==> config.mk <==
export PLATFORM = sky130hd
export DESIGN_NAME = multicycle_control_flat
export DESIGN_NICKNAME = d
export VERILOG_FILES = /design/src/rtl/multicycle_control_if.sv /design/src/rtl/multicycle_control.sv /design/src/flat_wrapper.sv
export SDC_FILE = /design/constraint.sdc
export NUM_CORES = 1
export LEC_CHECK = 0
export ABC_AREA = 0
export BUFFER_PORTS_ARGS = -buffer_cell sky130_fd_sc_hd__buf_2
export CORE_MARGIN = 3
export CORE_UTILIZATION = 30
export CTS_CLUSTER_DIAMETER = 30
export CTS_CLUSTER_SIZE = 14
export DETAILED_ROUTE_END_ITERATION = 6
export SLEW_MARGIN = 20
export SYNTH_ARGS = -nofsm -noshare
export SYNTH_HDL_FRONTEND = slang
export SYNTH_SLANG_ARGS = --single-unit
==> constraint.sdc <==
create_clock -name clk -period 1.5 [get_ports clk]
set_input_delay 0.075 -clock clk [delete_from_list [all_inputs] [get_ports clk]]
set_output_delay 0.075 -clock clk [all_outputs]
set_load 0.005 [all_outputs]
==> src/rtl/multicycle_control_if.sv <==
// Control bus between the multi-cycle main control unit and the shared datapath.
// master: the control unit (consumes opcode/flags, drives control lines).
// slave:  the datapath/memory side.
interface multicycle_control_if;
    logic [5:0] opcode;
    logic       zero;
    logic       gtz;
    logic       vflag;
    logic       mem_ready;

    logic       pc_write;
    logic       iord;
    logic       mem_read;
    logic       mem_write;
    logic       ir_write;
    logic [1:0] reg_dst;
    logic [1:0] mem_to_reg;
    logic       reg_write;
    logic       alu_src_a;
    logic [1:0] alu_src_b;
    logic [1:0] alu_op;
    logic [1:0] pc_source;
    logic [3:0] state;
    logic       illegal;
    logic       instr_done;

    modport master (
        input  opcode, zero, gtz, vflag, mem_ready,
        output pc_write, iord, mem_read, mem_write, ir_write, reg_dst, mem_to_reg,
               reg_write, alu_src_a, alu_src_b, alu_op, pc_source, state,
               illegal, instr_done
    );

    modport slave (
        output opcode, zero, gtz, vflag, mem_ready,
        input  pc_write, iord, mem_read, mem_write, ir_write, reg_dst, mem_to_reg,
               reg_write, alu_src_a, alu_src_b, alu_op, pc_source, state,
               illegal, instr_done
    );
endinterface

==> src/rtl/multicycle_control.sv <==
// Multi-cycle main control unit for the MIPS-subset CPU.
//
//  state      | meaning
//  -----------+----------------------------------------------------------
//  FETCH  (0) | read instruction at PC, PC <= PC+4 when memory completes
//  DECODE (1) | branch target into ALUOut, dispatch on opcode / flag illegal
//  MEMADR (2) | effective address A + signext imm
//  MEMRD  (3) | load read from ALUOut address, waits on mem_ready
//  MEMWB  (4) | write MDR into rt
//  MEMWR  (5) | store to ALUOut address, waits on mem_ready
//  EXEC   (6) | R-type ALU operation
//  RWB    (7) | write ALUOut into rd
//  BEQ    (8) | compare A-B, take ALUOut target on zero
//  BGTZAL (9) | on rs>0: take target and link PC+4 into $31
//  BRNV  (10) | take target when the last R-type did not overflow
//  11..15     | unreachable, recover to FETCH
module multicycle_control #(
    parameter logic MEM_WAIT  = 1'b1,
    parameter logic EN_BGTZAL = 1'b1,
    parameter logic EN_BRNV   = 1'b1
) (
    input  logic                  clk,
    input  logic                  reset,
    multicycle_control_if.master  bus
);

    localparam logic [5:0] OP_R      = 6'b000000;
    localparam logic [5:0] OP_LW     = 6'b100011;
    localparam logic [5:0] OP_SW     = 6'b101011;
    localparam logic [5:0] OP_BEQ    = 6'b000100;
    localparam logic [5:0] OP_BGTZAL = 6'b100001;
    localparam logic [5:0] OP_BRNV   = 6'b010100;

    typedef enum logic [3:0] {
        S_FETCH  = 4'd0,
        S_DECODE = 4'd1,
        S_MEMADR = 4'd2,
        S_MEMRD  = 4'd3,
        S_MEMWB  = 4'd4,
        S_MEMWR  = 4'd5,
        S_EXEC   = 4'd6,
        S_RWB    = 4'd7,
        S_BEQ    = 4'd8,
        S_BGTZAL = 4'd9,
        S_BRNV   = 4'd10
    } state_t;

    state_t state_q;
    state_t state_d;

    logic       rdy;
    logic       pc_write;
    logic       iord;
    logic       mem_read;
    logic       mem_write;
    logic       ir_write;
    logic [1:0] reg_dst;
    logic [1:0] mem_to_reg;
    logic       reg_write;
    logic       alu_src_a;
    logic [1:0] alu_src_b;
    logic [1:0] alu_op;
    logic [1:0] pc_source;
    logic       illegal;
    logic       instr_done;

    // Without wait-state support every memory access completes in one cycle.
    assign rdy = MEM_WAIT ? bus.mem_ready : 1'b1;

    // State register with synchronous reset to FETCH.
    always_ff @(posedge clk) begin
        if (reset) begin
            state_q <= S_FETCH;
        end else begin
            state_q <= state_d;
        end
    end

    // Next-state and Moore control decode; reset blanks every output.
    always_comb begin
        state_d    = S_FETCH;
        pc_write   = 1'b0;
        iord       = 1'b0;
        mem_read   = 1'b0;
        mem_write  = 1'b0;
        ir_write   = 1'b0;
        reg_dst    = 2'b00;
        mem_to_reg = 2'b00;
        reg_write  = 1'b0;
        alu_src_a  = 1'b0;
        alu_src_b  = 2'b00;
        alu_op     = 2'b00;
        pc_source  = 2'b00;
        illegal    = 1'b0;
        instr_done = 1'b0;

        case (state_q)
            S_FETCH: begin
                mem_read  = 1'b1;
                alu_src_b = 2'b01;
                ir_write  = rdy;
                pc_write  = rdy;
                state_d   = rdy ? S_DECODE : S_FETCH;
            end
            S_DECODE: begin
                alu_src_b = 2'b11;
                if (bus.opcode == OP_LW || bus.opcode == OP_SW) begin
                    state_d = S_MEMADR;
                end else if (bus.opcode == OP_R) begin
                    state_d = S_EXEC;
                end else if (bus.opcode == OP_BEQ) begin
                    state_d = S_BEQ;
                end else if (EN_BGTZAL && bus.opcode == OP_BGTZAL) begin
                    state_d = S_BGTZAL;
                end else if (EN_BRNV && bus.opcode == OP_BRNV) begin
                    state_d = S_BRNV;
                end else begin
                    illegal    = 1'b1;
                    instr_done = 1'b1;
                    state_d    = S_FETCH;
                end
            end
            S_MEMADR: begin
                alu_src_a = 1'b1;
                alu_src_b = 2'b10;
                state_d   = (bus.opcode == OP_LW) ? S_MEMRD : S_MEMWR;
            end
            S_MEMRD: begin
                mem_read = 1'b1;
                iord     = 1'b1;
                state_d  = rdy ? S_MEMWB : S_MEMRD;
            end
            S_MEMWB: begin
                mem_to_reg = 2'b01;
                reg_write  = 1'b1;
                instr_done = 1'b1;
                state_d    = S_FETCH;
            end
            S_MEMWR: begin
                mem_write  = 1'b1;
                iord       = 1'b1;
                instr_done = rdy;
                state_d    = rdy ? S_FETCH : S_MEMWR;
            end
            S_EXEC: begin
                alu_src_a = 1'b1;
                alu_op    = 2'b10;
                state_d   = S_RWB;
            end
            S_RWB: begin
                reg_dst    = 2'b01;
                reg_write  = 1'b1;
                instr_done = 1'b1;
                state_d    = S_FETCH;
            end
            S_BEQ: begin
                alu_src_a  = 1'b1;
                alu_op     = 2'b01;
                pc_source  = 2'b01;
                pc_write   = bus.zero;
                instr_done = 1'b1;
                state_d    = S_FETCH;
            end
            S_BGTZAL: begin
                // Link value is the PC already advanced to PC+4 during FETCH.
                pc_source  = 2'b01;
                pc_write   = bus.gtz;
                reg_write  = bus.gtz;
                reg_dst    = 2'b10;
                mem_to_reg = 2'b10;
                instr_done = 1'b1;
                state_d    = S_FETCH;
            end
            S_BRNV: begin
                pc_source  = 2'b01;
                pc_write   = ~bus.vflag;
                instr_done = 1'b1;
                state_d    = S_FETCH;
            end
            default: begin
                state_d = S_FETCH;
            end
        endcase

        if (reset) begin
            pc_write   = 1'b0;
            iord       = 1'b0;
            mem_read   = 1'b0;
            mem_write  = 1'b0;
            ir_write   = 1'b0;
            reg_dst    = 2'b00;
            mem_to_reg = 2'b00;
            reg_write  = 1'b0;
            alu_src_a  = 1'b0;
            alu_src_b  = 2'b00;
            alu_op     = 2'b00;
            pc_source  = 2'b00;
            illegal    = 1'b0;
            instr_done = 1'b0;
        end
    end

    assign bus.pc_write   = pc_write;
    assign bus.iord       = iord;
    assign bus.mem_read   = mem_read;
    assign bus.mem_write  = mem_write;
    assign bus.ir_write   = ir_write;
    assign bus.reg_dst    = reg_dst;
    assign bus.mem_to_reg = mem_to_reg;
    assign bus.reg_write  = reg_write;
    assign bus.alu_src_a  = alu_src_a;
    assign bus.alu_src_b  = alu_src_b;
    assign bus.alu_op     = alu_op;
    assign bus.pc_source  = pc_source;
    assign bus.illegal    = illegal;
    assign bus.instr_done = instr_done;
    assign bus.state      = reset ? 4'd0 : state_q;

endmodule

==> src/flat_wrapper.sv <==
// flat-port wrapper written by rule: the top's interface ports become plain ports
module multicycle_control_flat 
#(
    parameter logic MEM_WAIT  = 1'b1,
    parameter logic EN_BGTZAL = 1'b1,
    parameter logic EN_BRNV   = 1'b1
)
  (clk, reset, bus_opcode, bus_zero, bus_gtz, bus_vflag, bus_mem_ready, bus_pc_write, bus_iord, bus_mem_read, bus_mem_write, bus_ir_write, bus_reg_dst, bus_mem_to_reg, bus_reg_write, bus_alu_src_a, bus_alu_src_b, bus_alu_op, bus_pc_source, bus_state, bus_illegal, bus_instr_done);
  multicycle_control_if bus_i ();
  input  logic clk;
  input  logic reset;
  input wire logic [$bits(bus_i.opcode)-1:0] bus_opcode;
  input wire logic [$bits(bus_i.zero)-1:0] bus_zero;
  input wire logic [$bits(bus_i.gtz)-1:0] bus_gtz;
  input wire logic [$bits(bus_i.vflag)-1:0] bus_vflag;
  input wire logic [$bits(bus_i.mem_ready)-1:0] bus_mem_ready;
  output wire logic [$bits(bus_i.pc_write)-1:0] bus_pc_write;
  output wire logic [$bits(bus_i.iord)-1:0] bus_iord;
  output wire logic [$bits(bus_i.mem_read)-1:0] bus_mem_read;
  output wire logic [$bits(bus_i.mem_write)-1:0] bus_mem_write;
  output wire logic [$bits(bus_i.ir_write)-1:0] bus_ir_write;
  output wire logic [$bits(bus_i.reg_dst)-1:0] bus_reg_dst;
  output wire logic [$bits(bus_i.mem_to_reg)-1:0] bus_mem_to_reg;
  output wire logic [$bits(bus_i.reg_write)-1:0] bus_reg_write;
  output wire logic [$bits(bus_i.alu_src_a)-1:0] bus_alu_src_a;
  output wire logic [$bits(bus_i.alu_src_b)-1:0] bus_alu_src_b;
  output wire logic [$bits(bus_i.alu_op)-1:0] bus_alu_op;
  output wire logic [$bits(bus_i.pc_source)-1:0] bus_pc_source;
  output wire logic [$bits(bus_i.state)-1:0] bus_state;
  output wire logic [$bits(bus_i.illegal)-1:0] bus_illegal;
  output wire logic [$bits(bus_i.instr_done)-1:0] bus_instr_done;
  assign bus_i.opcode = bus_opcode;
  assign bus_i.zero = bus_zero;
  assign bus_i.gtz = bus_gtz;
  assign bus_i.vflag = bus_vflag;
  assign bus_i.mem_ready = bus_mem_ready;
  assign bus_pc_write = bus_i.pc_write;
  assign bus_iord = bus_i.iord;
  assign bus_mem_read = bus_i.mem_read;
  assign bus_mem_write = bus_i.mem_write;
  assign bus_ir_write = bus_i.ir_write;
  assign bus_reg_dst = bus_i.reg_dst;
  assign bus_mem_to_reg = bus_i.mem_to_reg;
  assign bus_reg_write = bus_i.reg_write;
  assign bus_alu_src_a = bus_i.alu_src_a;
  assign bus_alu_src_b = bus_i.alu_src_b;
  assign bus_alu_op = bus_i.alu_op;
  assign bus_pc_source = bus_i.pc_source;
  assign bus_state = bus_i.state;
  assign bus_illegal = bus_i.illegal;
  assign bus_instr_done = bus_i.instr_done;
  multicycle_control #(.MEM_WAIT(MEM_WAIT), .EN_BGTZAL(EN_BGTZAL), .EN_BRNV(EN_BRNV)) u_core (.clk(clk), .reset(reset), .bus(bus_i));
endmodule
==> metrics.md, run 1 <==
| Metric | Value |
|---|---|
| Outcome | `complete, no violations` |
| WL final | `2.12 mm` |
| Initial Util | `0.327` |
| Most flop-heavy register | `u_core.state_q` |
| Largest net degree at the start of global routing | `20` |
| Layout cells sized above 1 | `0.438` |
| Maxcap violations | `0` |
| Area of the die | `2830 um2` |
| Vias | `884` |
| Sequential area share after synthesis | `0.120` |
| GRT overflow | `0` |
| Fin crit period | `1.45 ns` |
| Largest regs | `u_core.state_q: 4 flops` |
| Synthesized Nets | `117` |
| Num CTS Buffers | `3` |
| Fmax | `692 MHz` |
| Width of the die | `53.2 um` |
| Crit end category | `output pin` |
| Number of enable flip-flop cells after synthesis | `0` |
| Top cell type's share of synthesized area | `0.120` |
| Syn Inst Count | `105` |
| Antenna violations before repair | `0` |
| Final ANT Viol Nets | `0` |
| Number of filler cells placed in the layout | `230` |
| Clock Sinks | `4` |
| CORE AREA | `2040 um2` |
| Crit path launch type | `register` |
| Clk root buf | `clkbuf_4` |
| Ant. Diodes | `0` |
| Top Ports | `35` |
| IO Port Bufs | `33` |
| Final Hold Vio Count | `0` |
| Tot Pwr | `0.428 mW` |
| Clock Path Buffers | `2` |
| Setup Crit Path Kind | `register to output pin` |
| Critical Path RT | `1.42 ns` |
| Die height | `53.2 um` |
| Ys flop type | `dfxtp_1` |
| Most frequent cell after synthesis | `nor2_1` |
| Cell chain of the critical path | `buf_4 -> a32o_1 -> a22oi_1 -> nor2_1 -> buf_2` |
| Most instantiated cells after synthesis | `nor2_1, nor2b_1, a21oi_1, buf_2, nand2_1` |
| Vias per cell | `5.17` |
| Area Growth Syn to Fin | `49.4%` |
| Synth warnings | `0` |
| Hold WC Path Type | `input port to register` |
| Clk slew on worst S/H paths | `0.03 ns` |
| Number of iterations in the first detailed-routing pass | `4` |
| Count of cell types in the netlist | `36` |
| Slowest CP cell | `dfxtp_4` |
| Peak fanout along the critical path | `13` |
| Final setup vio count | `0` |
| Initial DRC count | `22` |
| H-tree depth | `1` |
| Power Density | `429 nW/um2` |
| Crit path DAT | `1.37 ns` |
| Layout Nets | `158` |
| Period utilisation layout | `0.964` |
| CP max stage delay | `0.39 ns` |
| GRT Total Usage | `0.144` |
| # rows | `16` |
| DR WL/cell | `12.4 um` |
| CTS tree | `yes` |
| Max VDD drop | `0.368 mV` |
| Yosys reg bits | `4` |
| RSZ-0062 raised after global routing | `true` |
| Cell Area, Synth | `668 um2` |
| Worst-Skew Late Latency | `0.24 ns` |
| Leak | `0.442 nW` |
| Vias in the first global route | `686` |
| Setup_tns | `0 ns` |
| Avg Inst Size Synth | `6.36 um2` |
| Routability Congestion | `0.804` |
| Synth top area cells | `dfxtp_1, nor2_1, nor2b_1` |
| Remaining DRCs | `0` |
| Final HPWL DP | `1.53 mm` |
| Global-route wire length before repair | `3.03 mm` |
| Cell taking the most area after synthesis | `dfxtp_1` |
| Max FFs per register | `4` |
| Final slew viol count | `0` |
| Async SR Flop Fraction | `0` |
| Worst Skew | `0.00724 ns` |
worst paths after layout:
check             slack [ns]  depth (start not counted)               from                end
setup / recovery        0.05                          5  u_core.state_q[3]      bus_reg_write
hold / removal          0.22                          4      bus_opcode[1]  u_core.state_q[3]
hold reg to reg         0.65                          2  u_core.state_q[3]  u_core.state_q[2]
setup reg to reg        0.18                          5  u_core.state_q[1]  u_core.state_q[2]
critical path, delay by kind of cell (launching register included):
kind / cells / cell delay (ns)
simple gates: 1 / 0.06
buf+inv: 2 / 0.29
compound gates: 2 / 0.40
flops: 1 / 0.39
routing by layer:
layer | global-route usage | wire (um) | vias to the layer above
li1 | - | - | 457
met1 | 0.176 | 944 | 385
met3 | 0.0254 | 199 | 4
met5 | 0 | 0 | -
met2 | 0.242 | 946 | 38
met4 | 0.0638 | 28 | 0
through the flow:
stage / cell area [um2] / utilization / std cells / worst slack, ns / hold WS, ns
detailed placement: 860 / 0.421 / 161 / 0.0610 / 0.470
floorplan: 668 / - / 105 / 0.258 / 0.188
global route: 998 / 0.489 / 171 / -0.0224 / 0.284
global placement: 860 / 0.421 / 161 / 0.0715 / 0.472
finish: 998 / 0.489 / 171 / 0.0547 / 0.217
CTS: 896 / 0.439 / 164 / 0.00572 / 0.225
cell families (layout without fill, tap and decap cells):
kind of cell	count (synthesis)	in the layout	share of synthesized area
and+or+nand+nor	60	60	0.487
other	1	1	0.00561
xor gates and xnor gates	2	2	0.0262
buffers and inverters	12	51	0.0955
AOI/OAI and AO/OA	25	25	0.251
DFF	4	4	0.120
muxes	1	1	0.0150
area by class of cell:
type	instances	area, um2	area share
Clock buffer	3	22.5	0.0226
Inverter	1	3.75	0.00376
Multi-Input combinational cell	89	566	0.566
Sequential cell	4	91.3	0.0915
Tap cell	27	33.8	0.0338
Timing Repair Buffer	47	282	0.282
placed cells by master (no fill, tap or decap), types with 2 or more instances in the layout:
master / netlist / layout
buf_4: 3 / 12
nand4b_1: 2 / 2
nor2b_1: 8 / 6
clkbuf_4: 0 / 3
a211oi_1: 3 / 3
nor4_1: 3 / 3
a22oi_1: 3 / 2
o22ai_1: 2 / 2
nor3b_1: 2 / 2
o21ai_0: 4 / 3
nor2b_2: 1 / 2
a21oi_1: 6 / 6
dfxtp_4: 0 / 3
nand2b_1: 4 / 3
nor3_1: 5 / 3
nor4b_1: 2 / 2
o31a_1: 2 / 2
and3_1: 2 / 2
nor2_1: 20 / 19
buf_2: 6 / 33
nor3_2: 0 / 2
nand2_1: 6 / 6
where the power goes:
group          total [mW]  internal (mW)  switching [mW]
clock network       0.134         0.0895          0.0445
logic               0.179         0.0899          0.0888
registers           0.116          0.107         0.00872
total               0.428          0.286           0.142
what timing repair did:
action | in CTS | in global routing
resized for setup | 6 | 13
hold endpoints to repair | 0 | 0
hold buffers | 0 | 0
pin swaps | 0 | 6
setup endpoints to repair | 9 | 6
cloned | 0 | 0
buffers inserted | 0 | 7
Power figures use the tool's default switching activity.
==> run 2, diff against run 1 <==
--- a/config.mk
+++ b/config.mk
@@ -7,11 +7,14 @@
 export LEC_CHECK = 0
 export ABC_AREA = 0
 export BUFFER_PORTS_ARGS = -buffer_cell sky130_fd_sc_hd__buf_2
+export CELL_PAD_IN_SITES_DETAIL_PLACEMENT = 0
+export CELL_PAD_IN_SITES_GLOBAL_PLACEMENT = 2
 export CORE_MARGIN = 3
-export CORE_UTILIZATION = 30
+export CORE_UTILIZATION = 21
 export CTS_CLUSTER_DIAMETER = 30
 export CTS_CLUSTER_SIZE = 14
 export DETAILED_ROUTE_END_ITERATION = 6
+export PLACE_DENSITY_LB_ADDON = 0.25
 export SLEW_MARGIN = 20
 export SYNTH_ARGS = -nofsm -noshare
 export SYNTH_HDL_FRONTEND = slang
==> metrics.md, run 2 (same netlist as run 1, synthesis figures left out) <==
| Metric | Value |
|---|---|
| Outcome | `finished, violations left` |
| Violated checks | `setup timing` |
| Clk root buf | `clkbuf_4` |
| Worst Skew | `0.00156 ns` |
| Most flop-heavy register | `u_core.state_q` |
| Largest regs | `u_core.state_q: 4 flops` |
| Initial DRC count | `68` |
| Most common cell after layout, fill and taps aside | `buf_2` |
| Routability Congestion | `0.779` |
| Maxcap violations | `0` |
| Fmax | `666 MHz` |
| Cell chain of the critical path | `buf_8 -> nand2b_4 -> o2bb2ai_1 -> a22oi_1 -> nor3_2 -> buf_2` |
| Max VDD drop | `0.209 mV` |
| Clock Sinks | `4` |
| Die height | `62.4 um` |
| Power Density | `392 nW/um2` |
| Hold-fix buffers at CTS | `0` |
| Remaining DRCs | `0` |
| Max FFs per register | `4` |
| Clk slew on worst S/H paths | `0.04 ns` |
| Crit path launch type | `register` |
| Largest net degree at the start of global routing | `20` |
| Area Growth Syn to Fin | `75.7%` |
| Fin crit period | `1.50 ns` |
| Clock Path Buffers | `2` |
| Vias | `956` |
| Initial Util | `0.230` |
| Final worst slack | `-0.00159 ns` |
| Slowest CP cell | `dfxtp_1` |
| RSZ-0062 raised after global routing | `true` |
| Vias per cell | `4.88` |
| Final HPWL DP | `1.77 mm` |
| Number of filler cells placed in the layout | `319` |
| CP delay by family, top | `flip-flops` |
| Critical Path RT | `1.42 ns` |
| Layout Nets | `168` |
| GRT overflow | `0` |
| Setup Crit Path Kind | `register to output pin` |
| Antenna violations before repair | `0` |
| IO Port Bufs | `33` |
| WL final | `2.61 mm` |
| Peak fanout along the critical path | `13` |
| Crit path DAT | `1.43 ns` |
| Crit end category | `output pin` |
| Top Ports | `35` |
| Num CTS Buffers | `3` |
| CORE AREA | `2900 um2` |
| Vias in the first global route | `913` |
| CP max stage delay | `0.33 ns` |
| Width of the die | `62.4 um` |
| Layout cells sized above 1 | `0.519` |
| Ant. Diodes | `0` |
| Most frequent cells in the layout | `buf_2, buf_4, nor2_1` |
| Area of the die | `3890 um2` |
| Final setup vio count | `1` |
| Final slew viol count | `0` |
| Buf/Inv on CP | `2` |
| Final ANT Viol Nets | `0` |
| Leak | `0.513 nW` |
| Global-route wire length before repair | `4.22 mm` |
| DR WL/cell | `13.3 um` |
| Number of iterations in the first detailed-routing pass | `5` |
| GRT Total Usage | `0.131` |
| # rows | `19` |
| CTS tree | `yes` |
| Worst-Skew Late Latency | `0.24 ns` |
| H-tree depth | `1` |
| Fin util | `0.405` |
| Hold WC Path Type | `input port to register` |
| Place WS | `0.00196 ns` |
| Period utilisation layout | `1.00` |
| Final Hold Vio Count | `0` |
## run 2: cell types whose count changed in the layout (fill, tap and decap cells not counted), moves of 2 or more
cell       before  now
buf_4          12   19
buf_8           1    3
clkbuf_16       0    2
nor2_1         19   17
nor2_2          1    3
o21ai_0         3    1
o21ai_1         1    3
## run 2: final timing paths
check	start	endpoint	slack, ns	depth (start not counted)
worst max-delay path	u_core.state_q[0]	bus_pc_write	-0.002	6
worst min-delay path	bus_opcode[1]	u_core.state_q[3]	0.19	4
worst max register to register	u_core.state_q[1]	u_core.state_q[2]	0.08	7
worst min register to register	u_core.state_q[3]	u_core.state_q[2]	0.65	2
## run 2: worst min-delay path, cell delays in order
cell     delay, ns
buf_2         0.12
nor2_1        0.04
o21ai_0       0.10
nor2_1        0.05
## run 2: layout make-up
cell class | instances | area, um2 | area share
Multi-Input combinational cell | 89 | 601 | 0.512
Timing Repair Buffer | 57 | 403 | 0.343
Sequential cell | 4 | 91.3 | 0.0778
Tap cell | 42 | 52.6 | 0.0448
Clock buffer | 3 | 22.5 | 0.0192
Inverter | 1 | 3.75 | 0.00320
## run 2: routing by layer
layer	vias up	track usage	share of wire
li1	476	-	-
met1	450	0.155	0.45
met2	26	0.226	0.48
met3	4	0.0504	0.063
met4	0	0.0248	0.0069
met5	-	0	0
## run 2: repair_timing
action | CTS | global route
gates resized for setup | 11 | 22
gates cloned | 0 | 2
endpoints found under the hold margin | 0 | 0
buffers inserted | 1 | 10
pin swaps | 1 | 7
setup endpoints to repair | 17 | 17
## run 2: power by group
part           total [mW]  internal, mW  switching [mW]
combinational       0.202         0.104          0.0977
sequential          0.116         0.107         0.00933
clock               0.142        0.0900          0.0524
## run 2: through the flow
step	setup TNS, ns	power, mW	area (um2)	hold WS (ns)	std cells
6_report	-0.00159	0.461	1170	0.190	196
5_1_grt	-0.287	0.493	1170	0.218	196
4_1_cts	-0.00118	0.425	966	0.194	184
3_5_place_dp	0	0.279	908	0.454	180
3_3_place_gp	0	0.280	908	0.454	180
2_1_floorplan	0	0.210	668	0.188	105
